## config.mk

```make
export PLATFORM = sky130hd
export DESIGN_NAME = neuron_scheduler
export DESIGN_NICKNAME = d
export VERILOG_FILES = /design/src/rtl/neuron_scheduler_pkg.sv /design/src/rtl/neuron.sv /design/src/rtl/neuron_scheduler.sv
export SDC_FILE = /design/constraint.sdc
export NUM_CORES = 1
export LEC_CHECK = 0
export ABC_AREA = 1
export CORE_MARGIN = 5
export CORE_UTILIZATION = 60
export CTS_BUF_LIST = sky130_fd_sc_hd__clkbuf_2
export DETAILED_ROUTE_END_ITERATION = 8
export DONT_BUFFER_PORTS = 1
export GPL_TIMING_DRIVEN = 0
export PLACE_DENSITY = 0.73
export SETUP_SLACK_MARGIN = 0.5
export SYNTH_ARGS = -nofsm -noshare
export SYNTH_HDL_FRONTEND = slang
export SYNTH_SLANG_ARGS = --single-unit
```

## constraint.sdc

```tcl
create_clock -name clk -period 9.3 [get_ports clk]
set_clock_uncertainty 0.1 [all_clocks]
set_input_delay 0.465 -clock clk [delete_from_list [all_inputs] [get_ports clk]]
set_output_delay 0.465 -clock clk [all_outputs]
set_load 0.05 [all_outputs]
```

## src/rtl/neuron_scheduler_pkg.sv

```systemverilog
// Shared types and default sizes for the time-multiplexed neuron scheduler.
// The wrapper and the bench take their default widths from here.
package neuron_scheduler_pkg;

    localparam int DEF_N_NEURONS   = 4;
    localparam int DEF_N_STAGE     = 3;
    localparam int DEF_N_MEMBRANE  = DEF_N_STAGE + 2;
    localparam int DEF_N_THRESHOLD = DEF_N_MEMBRANE - 1;
    localparam int IDX_W           = $clog2(DEF_N_NEURONS);

    typedef enum logic [1:0] {
        IDLE = 2'd0,
        RUN  = 2'd1,
        DONE = 2'd2
    } state_t;

endpackage

```

## src/rtl/neuron.sv

```systemverilog
// Leaky integrate-and-fire datapath: one neuron update per cycle, purely
// combinational, saturating membrane, reset-to-zero on spike.
module neuron #(
    parameter int N_STAGE     = 3,
    parameter int N_MEMBRANE  = N_STAGE + 2,
    parameter int N_THRESHOLD = N_MEMBRANE - 1
) (
    input  logic [2**N_STAGE-1:0]        inputs,
    input  logic [2**N_STAGE-1:0]        weights,
    input  logic [N_THRESHOLD-1:0]       threshold,
    input  logic [2:0]                   shift,
    input  logic signed [N_MEMBRANE-1:0] membrane,
    output logic signed [N_MEMBRANE-1:0] new_membrane,
    output logic                         is_spike
);

    localparam int N_SYN = 2 ** N_STAGE;
    localparam int W     = N_MEMBRANE + 2;

    localparam logic signed [W-1:0] MAX_W = W'(2 ** (N_MEMBRANE - 1) - 1);
    localparam logic signed [W-1:0] MIN_W = -MAX_W - W'(1);

    logic        [W-1:0]          syn_cnt;
    logic signed [W-1:0]          mem_ext;
    logic signed [W-1:0]          leak;
    logic signed [W-1:0]          sum;
    logic signed [N_MEMBRANE-1:0] sat;

    always_comb begin
        syn_cnt = '0;
        for (int i = 0; i < N_SYN; i++) begin
            syn_cnt = syn_cnt + W'(inputs[i] & weights[i]);
        end
    end

    // shift 0 means no leak; otherwise subtract membrane >>> shift
    always_comb begin
        mem_ext = {{2{membrane[N_MEMBRANE-1]}}, membrane};
        leak    = (shift == 3'd0) ? '0 : (mem_ext >>> shift);
        sum     = mem_ext - leak + $signed(syn_cnt);
    end

    always_comb begin
        if (sum > MAX_W) begin
            sat = MAX_W[N_MEMBRANE-1:0];
        end else if (sum < MIN_W) begin
            sat = MIN_W[N_MEMBRANE-1:0];
        end else begin
            sat = sum[N_MEMBRANE-1:0];
        end
    end

    always_comb begin
        is_spike = !sat[N_MEMBRANE-1]
                   && (sat[N_MEMBRANE-2:0] >= threshold);
        new_membrane = is_spike ? '0 : sat;
    end

endmodule

```

## src/rtl/neuron_scheduler.sv

```systemverilog
// Shares one neuron datapath among N_NEURONS logical neurons, walking
// them one per cycle per timestep and publishing the spike vector.
module neuron_scheduler
    import neuron_scheduler_pkg::*;
#(
    parameter int N_NEURONS   = DEF_N_NEURONS,
    parameter int N_STAGE     = DEF_N_STAGE,
    parameter int N_MEMBRANE  = N_STAGE + 2,
    parameter int N_THRESHOLD = N_MEMBRANE - 1,
    localparam int IW    = (N_NEURONS > 1) ? $clog2(N_NEURONS) : 1,
    localparam int N_SYN = 2 ** N_STAGE
) (
    input  logic                   clk,
    input  logic                   rst_n,
    input  logic                   cfg_we,
    input  logic [IW-1:0]          cfg_addr,
    input  logic [N_SYN-1:0]       cfg_weights,
    input  logic [N_THRESHOLD-1:0] cfg_threshold,
    input  logic [2:0]             cfg_shift,
    output logic                   cfg_ready,
    input  logic                   step_valid,
    input  logic [N_SYN-1:0]       step_inputs,
    output logic                   step_ready,
    output logic [N_NEURONS-1:0]   spikes,
    output logic                   spikes_valid,
    output logic                   busy
);

    localparam logic [IW-1:0] LAST  = IW'(N_NEURONS - 1);
    localparam logic [IW:0]   N_LIM = (IW + 1)'(N_NEURONS);

    state_t state;
    state_t state_nxt;

    logic [IW-1:0]    idx;
    logic [N_SYN-1:0] step_in;

    logic        [N_SYN-1:0]       weight_rf    [N_NEURONS];
    logic        [N_THRESHOLD-1:0] threshold_rf [N_NEURONS];
    logic        [2:0]             shift_rf     [N_NEURONS];
    logic signed [N_MEMBRANE-1:0]  membrane_rf  [N_NEURONS];

    logic [N_NEURONS-1:0] spike_acc;
    logic [N_NEURONS-1:0] spike_all;

    logic signed [N_MEMBRANE-1:0] new_membrane;
    logic                         is_spike;

    logic handshake;
    logic cfg_hit;
    logic last;
    logic running;

    assign step_ready   = (state == IDLE);
    assign cfg_ready    = (state == IDLE);
    assign busy         = (state != IDLE);
    assign spikes_valid = (state == DONE);

    assign running   = (state == RUN);
    assign last      = (idx == LAST);
    assign handshake = step_valid && step_ready;
    assign cfg_hit   = cfg_we && cfg_ready
                       && ({1'b0, cfg_addr} < N_LIM);

    always_ff @(posedge clk or negedge rst_n) begin
        if (!rst_n) begin
            state <= IDLE;
        end else begin
            state <= state_nxt;
        end
    end

    always_comb begin
        state_nxt = state;
        unique case (state)
            IDLE:    if (step_valid) state_nxt = RUN;
            RUN:     if (last) state_nxt = DONE;
            DONE:    state_nxt = IDLE;
            default: state_nxt = IDLE;
        endcase
    end

    always_ff @(posedge clk or negedge rst_n) begin
        if (!rst_n) begin
            idx     <= '0;
            step_in <= '0;
        end else if (handshake) begin
            idx     <= '0;
            step_in <= step_inputs;
        end else if (running) begin
            idx <= last ? '0 : idx + IW'(1);
        end
    end

    always_ff @(posedge clk or negedge rst_n) begin
        if (!rst_n) begin
            for (int i = 0; i < N_NEURONS; i++) begin
                weight_rf[i]    <= '0;
                threshold_rf[i] <= '1;
                shift_rf[i]     <= '0;
            end
        end else if (cfg_hit) begin
            weight_rf[cfg_addr]    <= cfg_weights;
            threshold_rf[cfg_addr] <= cfg_threshold;
            shift_rf[cfg_addr]     <= cfg_shift;
        end
    end

    always_ff @(posedge clk or negedge rst_n) begin
        if (!rst_n) begin
            for (int i = 0; i < N_NEURONS; i++) begin
                membrane_rf[i] <= '0;
            end
            spike_acc <= '0;
        end else if (running) begin
            membrane_rf[idx] <= new_membrane;
            spike_acc[idx]   <= is_spike;
        end
    end

    // final neuron's spike is merged in so spikes is fresh during DONE
    always_comb begin
        spike_all      = spike_acc;
        spike_all[idx] = is_spike;
    end

    always_ff @(posedge clk or negedge rst_n) begin
        if (!rst_n) begin
            spikes <= '0;
        end else if (running && last) begin
            spikes <= spike_all;
        end
    end

    neuron #(
        .N_STAGE     (N_STAGE),
        .N_MEMBRANE  (N_MEMBRANE),
        .N_THRESHOLD (N_THRESHOLD)
    ) u_neuron (
        .inputs       (step_in),
        .weights      (weight_rf[idx]),
        .threshold    (threshold_rf[idx]),
        .shift        (shift_rf[idx]),
        .membrane     (membrane_rf[idx]),
        .new_membrane (new_membrane),
        .is_spike     (is_spike)
    );

endmodule

```

Word-level counts from Yosys, hierarchy flattened
Index checks and enable logic that the tools add are counted.
Storage, ports and cells
  bits in registers: 100
  latch bits: 0
  RAM bits: 0
  ROM bits: 0
  output and inout bits: 8
  logic and storage cells: 106
  memories: 0
Operators by class
  $add $sub $neg: 10
  multipliers: 0
  div/mod/pow operators: 0
  $lt $le $gt $ge: 9
  equal/unequal tests: 5
  shifts and indexed selects: 1
  multiplexer cells: 37
  bitwise operators: 10
  reductions and logical operators: 13
Operators by type and width (number)
  adder 7 bit: 8
  bitwise mux 32 bit: 1
  2-to-1 mux 5 bit: 6
  2-to-1 mux 8 bit: 3
  bitwise mux 20 bit: 1
  binary-select mux 8 bit (select 2 bit): 1
  bitwise mux 16 bit: 1
  demux 8 bit (select 2 bit): 1
  bitwise mux 12 bit: 1
  2-to-1 mux 4 bit: 3
  binary-select mux 5 bit (select 2 bit): 1
  demux 5 bit (select 2 bit): 1
  2-to-1 mux 2 bit: 5
  2-to-1 mux 3 bit: 3
  bitwise AND 1 bit: 8
  binary-select mux 4 bit (select 2 bit): 1
  demux 4 bit (select 2 bit): 1
  greater-than comparator 7 x 5 -> 1 bit (second input constant): 1
  logical AND 1 bit: 7
  < comparator 7 x 5 -> 1 bit (second input constant): 1
  2-to-1 mux 7 bit: 1
  >>> shifter 7 x 3 -> 7 bit: 1
  subtractor 5 x 7 -> 7 bit: 1
  binary-select mux 3 bit (select 2 bit): 1
  21 further kinds: 26

Longest topological paths before layout
Gate-level depths: netlist of run 1.
  depth after elaboration: 20
  depth in mapped cells: 38
  depth with buffers taken out: 35

By module
Synthesis of run 1 repeated with hierarchy kept, for this count alone.
Second synthesis, totals
  cell total of the unflattened synthesis: 766
  area total of the unflattened synthesis: 5950.7 µm²
By module, submodules not included
  neuron_scheduler: times used 1, cells each 599, area an instance 4860.9 µm², sequential area each 2522.4 µm²
  neuron: times used 1, cells each 167, area an instance 1089.8 µm², sequential area each 0.0 µm²

Least setup slack after synthesis of run 1
OpenSTA, ideal clock, no wires.
  path type: register to register
  start: register idx[0]
  end: register membrane_rf[2] in the netlist's numbering
  setup time: 65 ps
  arrival: 5684 ps
  data required time: 9135 ps
  slack: 3451 ps
  cell stages (with the launch flop): 32
  path buffers: 5
  clock period less this slack: 5849 ps
  path through: dfrtp_1 buf_6 inv_2 buf_6 buf_2 buf_1 nor2_1 o22ai_1 nand2_1 fa_1 fa_1 inv_1 fa_1 fa_1 inv_1 fa_1 or2_2 nand3_1 nand2_1 nand3_1 nand3_1 nand2_1 nand2_2 ha_1 inv_1 nor2_1 o211ai_1 nand3_1 nand2_8 buf_8 nand3_1 nand2_1
Between the ends
  word-level cells in the longest chain between the ends: 20
  elaborated cells on any way between the ends: 47
  those cells by class: add/sub (9); order compare (5); shift (1); mux (19); bitwise (9); reduce/logical (4)
RTL lines
  start, declared: line neuron_scheduler.sv:35  | logic [IW-1:0] idx;
  start signal, assigned: line neuron_scheduler.sv:91  | idx <= last ? '0 : idx + IW'(1);
  inverter 2 -> 3 bit (implied by the code) (*)
  binary-select mux 8 bit (select 2 bit): line neuron_scheduler.sv:141  | .weights (weight_rf[idx]),
  2-to-1 mux 8 bit (implied by the code) (2 in series): line neuron_scheduler.sv:141
  bitwise AND 1 bit: line neuron.sv:32  | syn_cnt = syn_cnt + W'(inputs[i] & weights[i]);
  adder 7 bit (7 in series): line neuron.sv:32
  adder 7 bit: line neuron.sv:40  | sum = mem_ext - leak + $signed(syn_cnt);
  < comparator 7 x 5 -> 1 bit: line neuron.sv:46  | end else if (sum < MIN_W) begin
  2-to-1 mux 5 bit: line neuron.sv:46
  2-to-1 mux 5 bit: line neuron.sv:44  | if (sum > MAX_W) begin
  >= comparator 4 bit or zero test 1 bit (tied branches): line neuron.sv:55, neuron.sv:54
  logical AND 1 bit: line neuron.sv:55  | && (sat[N_MEMBRANE-2:0] >= threshold);
  2-to-1 mux 5 bit: line neuron.sv:56  | new_membrane = is_spike ? '0 : sat;
  bitwise mux 20 bit (*): line neuron_scheduler.sv:116  | membrane_rf[idx] <= new_membrane;
  end signal, assigned by index: line neuron_scheduler.sv:116
  end, declared: line neuron_scheduler.sv:41  | logic signed [N_MEMBRANE-1:0] membrane_rf [N_NEURONS];
Every way passes the cells marked *; elsewhere a longest branch is shown, timed or not. The select of a mux whose other input is x is not followed.
A chain may end at the register's enable or synchronous reset.

Worst setup path in the final report of run 1
  start: register idx[1]
  end: register membrane_rf[6] in the netlist's numbering
Same word-level chain as after synthesis.

==> results_dict.tcl, run 1 <==
set metrics [dict create \
    fp.coreArea_sq_mm 0.00872 \
    synth_edf_count 0 \
    antenna_found_initial 0 \
    hp-start "cfg_weights[0]" \
    period_needed_ns 7.19 \
    cts_buffers 9 \
    finalSetupViolCount 0 \
    syn_to_final_growth_pct 9.63 \
    tns_ns 0 \
    track_usage_pct 25.1 \
    r2r_cells 29 \
    ioPinCount 37 \
    clkSinkCount 99 \
    slew_headroom_pct 6.85 \
    finalHoldViolations 0 \
    grt_max_degree 100 \
    worstReg2RegStart "idx[1]" \
    dp_hpwl_mm 9.21 \
    drt_wl_total_mm 13.1 \
    syn-num-nets 712 \
    drtIter0Drc 332 \
    outcome "complete, no violations" \
    synth.area.top_cells "dfrtp_1, nand2_1, o21ai_0, dfstp_2, ha_1" \
    cp-start-kind "register" \
    synth_common_cells "nand2_1, o21ai_0, dfrtp_1" \
    ctsResizeCount 0 \
    ys_seq_area_share_pct 46.3 \
    hold_buffers 23 \
    clk_pin_slew_ns 0.25 \
    fin_nets 746 \
    grt_overflow 0 \
    num_rows 34 \
    critPathKind "register to register" \
    drt_first_pass_iters 5 \
    cap_violations 0 \
    synth_warnings 0 \
    viasPerCell 5.69 \
    whs_path_depth 2 \
    dieArea_sq_mm 0.0110 \
    reg2reg_slack_ns 2.11 \
    num_vias 4532 \
    die_width_um 105 \
    crit_fanout 11 \
    worstPathRequired_ns 9.70 \
    crit_start "idx[1]" \
    synthArstFlopShare_pct 100 \
    cpMaxStageDelayCell "clkbuf_1" \
    portBuffers 0 \
    max_stage_delay_ns 0.57 \
    drv_slew 0 \
    wl_per_cell_um 16.5 \
    synthCells 649 \
    period_share_pct 77.3 \
    postCtsSetupRepairBufs 0 \
    rsz0062_at_grt "false" \
    place.gp.congestion 0.876 \
    clock-root-buffer "clkbuf_2" \
    ys_types 36 \
    yosys_register_bits 99 \
    drive_above_1_share_pct 9.59 \
    grt_pass1_wl_mm 22.3 \
    htree_levels 3 \
    grt_pass1_vias 4583 \
    ys.flop_type "dfrtp_1" \
    worstSetupEndpointType "register" \
    dieHeight_um 105 \
    max_freq_ghz 0.139 \
    syn_area_sq_mm 0.00539 \
    final_antenna_net_count 0 \
    synth.top_cell.area_share_pct 38.5 \
    cts_tree "built" \
    regToRegEndpoint "membrane_rf[6]" \
    diodes 0 \
    fillers 735 \
    yosysTopAreaCell "dfrtp_1" \
    hold-path-endpoint "weight_rf[8]" \
    worst_pin_slew_ns 1.39 \
    synth.most_common_cell "nand2_1" \
    holdCritPathClass "input pin to register" \
    cp.arrival_ns 7.59 \
    clk_latency_ns 0.58 \
    avgSynthCellArea_sq_um 8.31 \
    initial_core_util_pct 61.9 \
    cts_buffer_depth 2 \
    drc 0 \
]
==> worst max path at each step <==
| stage | to | slack [ns] |
|---|---|---|
| 2_1_floorplan | membrane_rf[2] | 3.45 |
| 3_3_place_gp | membrane_rf[10] | 2.27 |
| 3_5_place_dp | membrane_rf[8] | 2.19 |
| 4_1_cts | membrane_rf[6] | 2.12 |
| 5_1_grt | membrane_rf[6] | 1.69 |
| 6_report | membrane_rf[6] | 2.11 |
==> worst max-delay path: cells and delay by family (launching register included) <==
family          cells  cell delay [ns]
flops               1             0.54
buf+inv             7             1.53
simple gates       13             1.76
compound gates      3             0.63
fa+ha+maj           6             2.54
==> sequential cells by signal (all words and copies together), names as in the netlist <==
signal and count:
idx 2, spikes 4, membrane_rf 20, step_in 8, shift_rf 12, state 2, spike_acc 3, threshold_rf 16
weight_rf 32
==> cells by family after synthesis <==
family / share of synthesized area (%)
AO/OA/AOI/OAI: 14.0
multiplexers: 1.67
AND/OR/NAND/NOR: 22.1
buffers and inverters: 6.75
XOR/XNOR: 0.487
flip-flops: 46.3
adder cells (fa/ha/maj): 8.72
==> area by class of cell <==
class,count,area [sq um],share of cell area (%)
plain buffers,29,143,2.41
clock buffers,10,50.0,0.846
clock inverters,6,86.3,1.46
inverters,59,221,3.75
multi-input cells,462,2530,42.8
flip-flops and latches,99,2500,42.2
well taps,108,135,2.29
repair buffers,23,248,4.19
==> metal layers <==
metal / global-route usage [%] / part of all wire (%)
met5: 0 / 0
met1: 32.5 / 42
met2: 41.6 / 49
met3: 4.38 / 5.8
met4: 10.5 / 2.8
==> per-stage QoR <==
stage	hold slack, ns	cell area [sq um]	setup WS [ns]	util, %	std cells
after floorplan	0.0694	5390	3.45	-	649
after global placement	0.0721	5530	2.27	63.4	757
after detailed placement	0.0723	5530	2.19	63.4	757
after CTS	0.0113	5910	2.12	67.8	796
after global routing	0.00660	5910	1.69	67.8	796
final	0.0165	5910	2.11	67.8	796
==> cells in the final DEF (no fill, tap or decap), types with 3 or more instances in the layout <==
| cell type | n |
|---|---|
| nand2_1 | 174 |
| clkbuf_1 | 20 |
| a32o_1 | 4 |
| dlygate4sd3_1 | 22 |
| a21boi_0 | 4 |
| nand3_2 | 3 |
| nand4_1 | 3 |
| ha_1 | 28 |
| fa_1 | 6 |
| buf_2 | 3 |
| o21ai_0 | 106 |
| nand2_4 | 3 |
| inv_1 | 58 |
| nand2_2 | 6 |
| nor2_1 | 39 |
| dfrtp_1 | 83 |
| a21oi_1 | 17 |
| mux2_2 | 8 |
| nand3_1 | 42 |
| dfstp_2 | 16 |
| clkbuf_2 | 10 |
| o22ai_1 | 5 |
Power of run 1 is not shown: default switching activity piles up to over one toggle a cycle in this logic, so the estimate is an artifact.
==> run 2, diff against run 1 <==
Settings changed: PLACE_DENSITY 0.73 to 0.76.
Clock period 9.3 ns to 6 ns, I/O delays scaled along.
==> results_dict.tcl, run 2 (synthesis results as in run 1) <==
set metrics [dict create \
    cts_buffers 9 \
    clk_latency_ns 0.58 \
    grt_max_degree 100 \
    fin_nets 784 \
    largest-register "weight_rf" \
    finalHoldViolations 0 \
    holdCritPathClass "input pin to async pin" \
    wl_per_cell_um 17.6 \
    finalSetupViolCount 0 \
    period_share_pct 95.8 \
    max_freq_ghz 0.174 \
    drv_slew 0 \
    drt_first_pass_iters 6 \
    grt_overflow 0 \
    track_usage_pct 26.4 \
    portBuffers 0 \
    initial_core_util_pct 61.9 \
    regToRegEndpoint "membrane_rf[3]" \
    drtIter0Drc 385 \
    grt_pass1_wl_mm 23.5 \
    r2r_cells 33 \
    outcome "complete, no violations" \
    die_width_um 105 \
    critPathKind "register to register" \
    max_stage_delay_ns 0.51 \
    grt_pass1_vias 4837 \
    rsz0062_at_grt "true" \
    final_antenna_net_count 0 \
    worstReg2RegStart "idx[0]" \
    clkSinkCount 99 \
    fp.coreArea_sq_mm 0.00872 \
    num_vias 4907 \
    drt_wl_total_mm 14.7 \
    clock-root-buffer "clkbuf_2" \
    htree_levels 3 \
    diodes 0 \
    drive_above_1_share_pct 22.6 \
    place.gp.congestion 0.890 \
    cts_tree "built" \
    worstPathRequired_ns 6.44 \
    final_cell_mix "nand2_1, o21ai_0, dfrtp_1" \
    hold_ws_ns 0.135 \
    viasPerCell 5.88 \
    clk_pin_slew_ns 0.30 \
    ioPinCount 37 \
    cp-start-kind "register" \
    cts_buffer_depth 2 \
    final_common_cell "nand2_1" \
    worst_pin_slew_ns 1.16 \
    cap_violations 0 \
    dieArea_sq_mm 0.0110 \
    worstSetupEndpointType "register" \
    largest_reg_flops 32 \
    cpMaxStageDelayCell "fa_1" \
    dp_hpwl_mm 9.19 \
    syn_to_final_growth_pct 22.6 \
    period_needed_ns 5.75 \
    dieHeight_um 105 \
    cp.arrival_ns 6.18 \
    largestRegisters "weight_rf (32), membrane_rf (20), threshold_rf (16)" \
    num_rows 34 \
    drc 0 \
    antenna_found_initial 0 \
    crit_fanout 8 \
    slew_headroom_pct 22.3 \
    reg2reg_slack_ns 0.25 \
]
[run 2: cell type report]
| class | count | area (sq um) |
|---|---|---|
| Multi-Input combinational cell | 462 | 2800 |
| Sequential cell | 99 | 2500 |
| Fill cell | 621 | 2110 |
| Timing Repair Buffer | 61 | 579 |
| Buffer | 29 | 244 |
| Inverter | 59 | 224 |
| Tap cell | 108 | 135 |
| Clock inverter | 7 | 81.3 |
| Clock buffer | 9 | 45.0 |
[run 2: timing repair]
action | CTS | global route
hold endpoints to repair | 167 | 0
gates cloned | 2 | 0
gates resized for setup | 68 | 29
hold buffers | 26 | 0
endpoints found under the setup margin | 23 | 23
pin swaps | 41 | 41
buffers inserted | 25 | 8
[run 2: worst max-delay path, delay by kind of cell (launching register included)]
kind,cells,cell delay (ns)
DFF,1,0.48
adders and majority gates,6,2.31
AOI/OAI and AO/OA,2,0.41
buffers and inverters,10,0.91
and+or+nand+nor,15,1.45
[run 2: how the worst max path moves through the flow]
stage	cells past startpoint	slack, ns	to	start
floorplan	35	0.52	membrane_rf[2]	idx[0]
global placement	29	-0.26	membrane_rf[13]	idx[1]
detailed placement	28	-0.39	membrane_rf[12]	idx[1]
CTS	33	0.16	membrane_rf[10]	idx[0]
global route	36	0.04	membrane_rf[13]	idx[0]
finish	33	0.25	membrane_rf[3]	idx[0]
[run 2: per-layer routing]
layer | global-route usage [%] | vias up | part of all wire [%] | wire length (um)
met3 | 3.82 | 35 | 7.3 | 1070
li1 | - | 2270 | - | -
met1 | 34.1 | 2381 | 39 | 5760
met2 | 44.8 | 221 | 51 | 7460
met5 | 0 | - | 0 | 0
met4 | 10.8 | 0 | 2.5 | 363
[run 2: stage by stage]
step	setup TNS (ns)	util (%)	cell area (sq um)	std cells	setup WS (ns)
6_report	0	75.8	6610	834	0.253
5_1_grt	0	75.8	6610	834	0.0425
4_1_cts	0	73.9	6440	826	0.161
3_5_place_dp	-7.18	63.7	5560	757	-0.389
3_3_place_gp	-4.01	63.7	5560	757	-0.256
2_1_floorplan	0	-	5420	649	0.522
Power of run 2 is left out for the same reason.
==> run 3, diff against run 2 <==
Settings changed: CORE_ASPECT_RATIO set to 1.2.
==> results_dict.tcl, run 3 (synthesis results as in run 1) <==
set metrics [dict create \
    fin_nets 788 \
    highest_layer "met4" \
    die_width_um 96.6 \
    post_dp_cell_area_sq_mm 0.00557 \
    antenna_found_initial 0 \
    dp_hpwl_mm 9.26 \
    worst_path_most_repeated_cell "nand2_2" \
    tns_ns 0 \
    multiInputGateArea_sq_mm 0.00287 \
    drc 0 \
    finalWorstSetupSlack_ns 0.245 \
    crit_fanout 6 \
    final_common_cell "nand2_1" \
    holdCritPathClass "input pin to async pin" \
    cap_violations 0 \
    drt_first_pass_iters 5 \
    syn_to_final_growth_pct 25.6 \
    max_stage_delay_ns 0.52 \
    grt_max_degree 100 \
    final_cell_mix "nand2_1, o21ai_0, dfrtp_1" \
    drv_slew 0 \
    portBuffers 0 \
    instances_no_fill 850 \
    cpMaxStageDelayCell "fa_1" \
    wl_per_cell_um 18.1 \
    cts_buffer_depth 2 \
    place_ws_ns -0.442 \
    fin_area_sq_mm 0.00677 \
    worst_pin_slew_ns 1.07 \
    rsz0062_at_grt "true" \
    fillers 629 \
    finalHoldViolations 0 \
    period_share_pct 95.9 \
    largest_reg_flops 32 \
    diodes 0 \
    cp-start-kind "register" \
    drive_above_1_share_pct 25.1 \
    track_usage_pct 28.9 \
    dieHeight_um 114 \
    worstSetupEndpointType "register" \
    outcome "complete, no violations" \
    drtIter0Drc 373 \
    drt-met1-wl_mm 5.79 \
    grt_pass1_wl_mm 24.0 \
    slew_headroom_pct 28.3 \
    cts_buffers 9 \
    worstPathRequired_ns 6.45 \
    wl_met2_mm 7.72 \
    critPathKind "register to register" \
    num_vias 4953 \
    largestRegisters "weight_rf (32), membrane_rf (20), threshold_rf (16)" \
    clkSinkCount 99 \
    seq_area_sq_mm 0.00250 \
    cp.arrival_ns 6.21 \
    fp.coreArea_sq_mm 0.00894 \
    max_freq_ghz 0.174 \
    grt_pass1_vias 4859 \
    route.met3.wl_mm 1.01 \
    largest-register "weight_rf" \
    clk_pin_slew_ns 0.28 \
    initial_core_util_pct 60.3 \
    htree_levels 3 \
    num_rows 38 \
    cts_tree "built" \
    place.gp.congestion 0.926 \
    ioPinCount 37 \
    drt_wl_total_mm 15.4 \
    dp.cells 769 \
    period_needed_ns 5.76 \
    clock-root-buffer "clkbuf_2" \
    grt_overflow 0 \
    viasPerCell 5.83 \
    final_antenna_net_count 0 \
    dieArea_sq_mm 0.0110 \
    clk_latency_ns 0.61 \
    finalSetupViolCount 0 \
]
[run 3: through the flow]
step / utilization [%] / hold slack, ns
floorplan: - / -0.0956
global placement: 62.3 / -0.0926
detailed placement: 62.3 / -0.0923
CTS: 73.8 / 0.103
global route: 75.8 / 0.123
finish: 75.8 / 0.109
[run 3: layout make-up]
cell class              count  area share [%]
multi-input cells         462            42.4
flip-flops and latches     99            36.9
repair buffers             65            9.60
plain buffers              29            4.06
inverters                  59            3.42
well taps                 120            2.22
clock inverters             7           0.776
clock buffers               9           0.665
[run 3: repair_timing]
item                                    4_1_cts  5_1_grt
setup buffers                                30        7
gates resized for setup                      88       44
hold buffers                                 26        0
hold endpoints to repair                    167        0
cloned                                        2        0
endpoints found under the setup margin       23       23
pin swaps                                    44       42
[run 3: final timing paths]
| check | startpoint | endpoint | slack (ns) | cells past startpoint |
|---|---|---|---|---|
| worst max-delay path | idx[0] | membrane_rf[6] | 0.24 | 31 |
| worst min-delay path | rst_n | spikes[2] | 0.11 | 2 |
| worst max register to register | idx[0] | membrane_rf[6] | 0.24 | 31 |
| worst min register to register | threshold_rf[0] | threshold_rf[0] | 0.41 | 2 |
| max in group asynchronous | rst_n | threshold_rf[12] | 5.24 | 2 |
| min in group clk | cfg_addr[1] | threshold_rf[2] | 0.14 | 4 |
[run 3: per-layer routing]
layer / GRT usage [%] / vias up
met5: 0 / -
li1: - / 2279
met4: 15.7 / 0
met1: 34.6 / 2387
met3: 4.95 / 61
met2: 48.8 / 226
[run 3: critical path, delay by kind of cell, from the launching register on]
family / cells / cell delay, ns
adder cells (fa/ha/maj): 6 / 2.38
AND/OR/NAND/NOR: 13 / 1.52
AO/OA/AOI/OAI: 3 / 0.30
flip-flops: 1 / 0.46
buffers and inverters: 9 / 0.93
Power of run 3 is left out for the same reason.
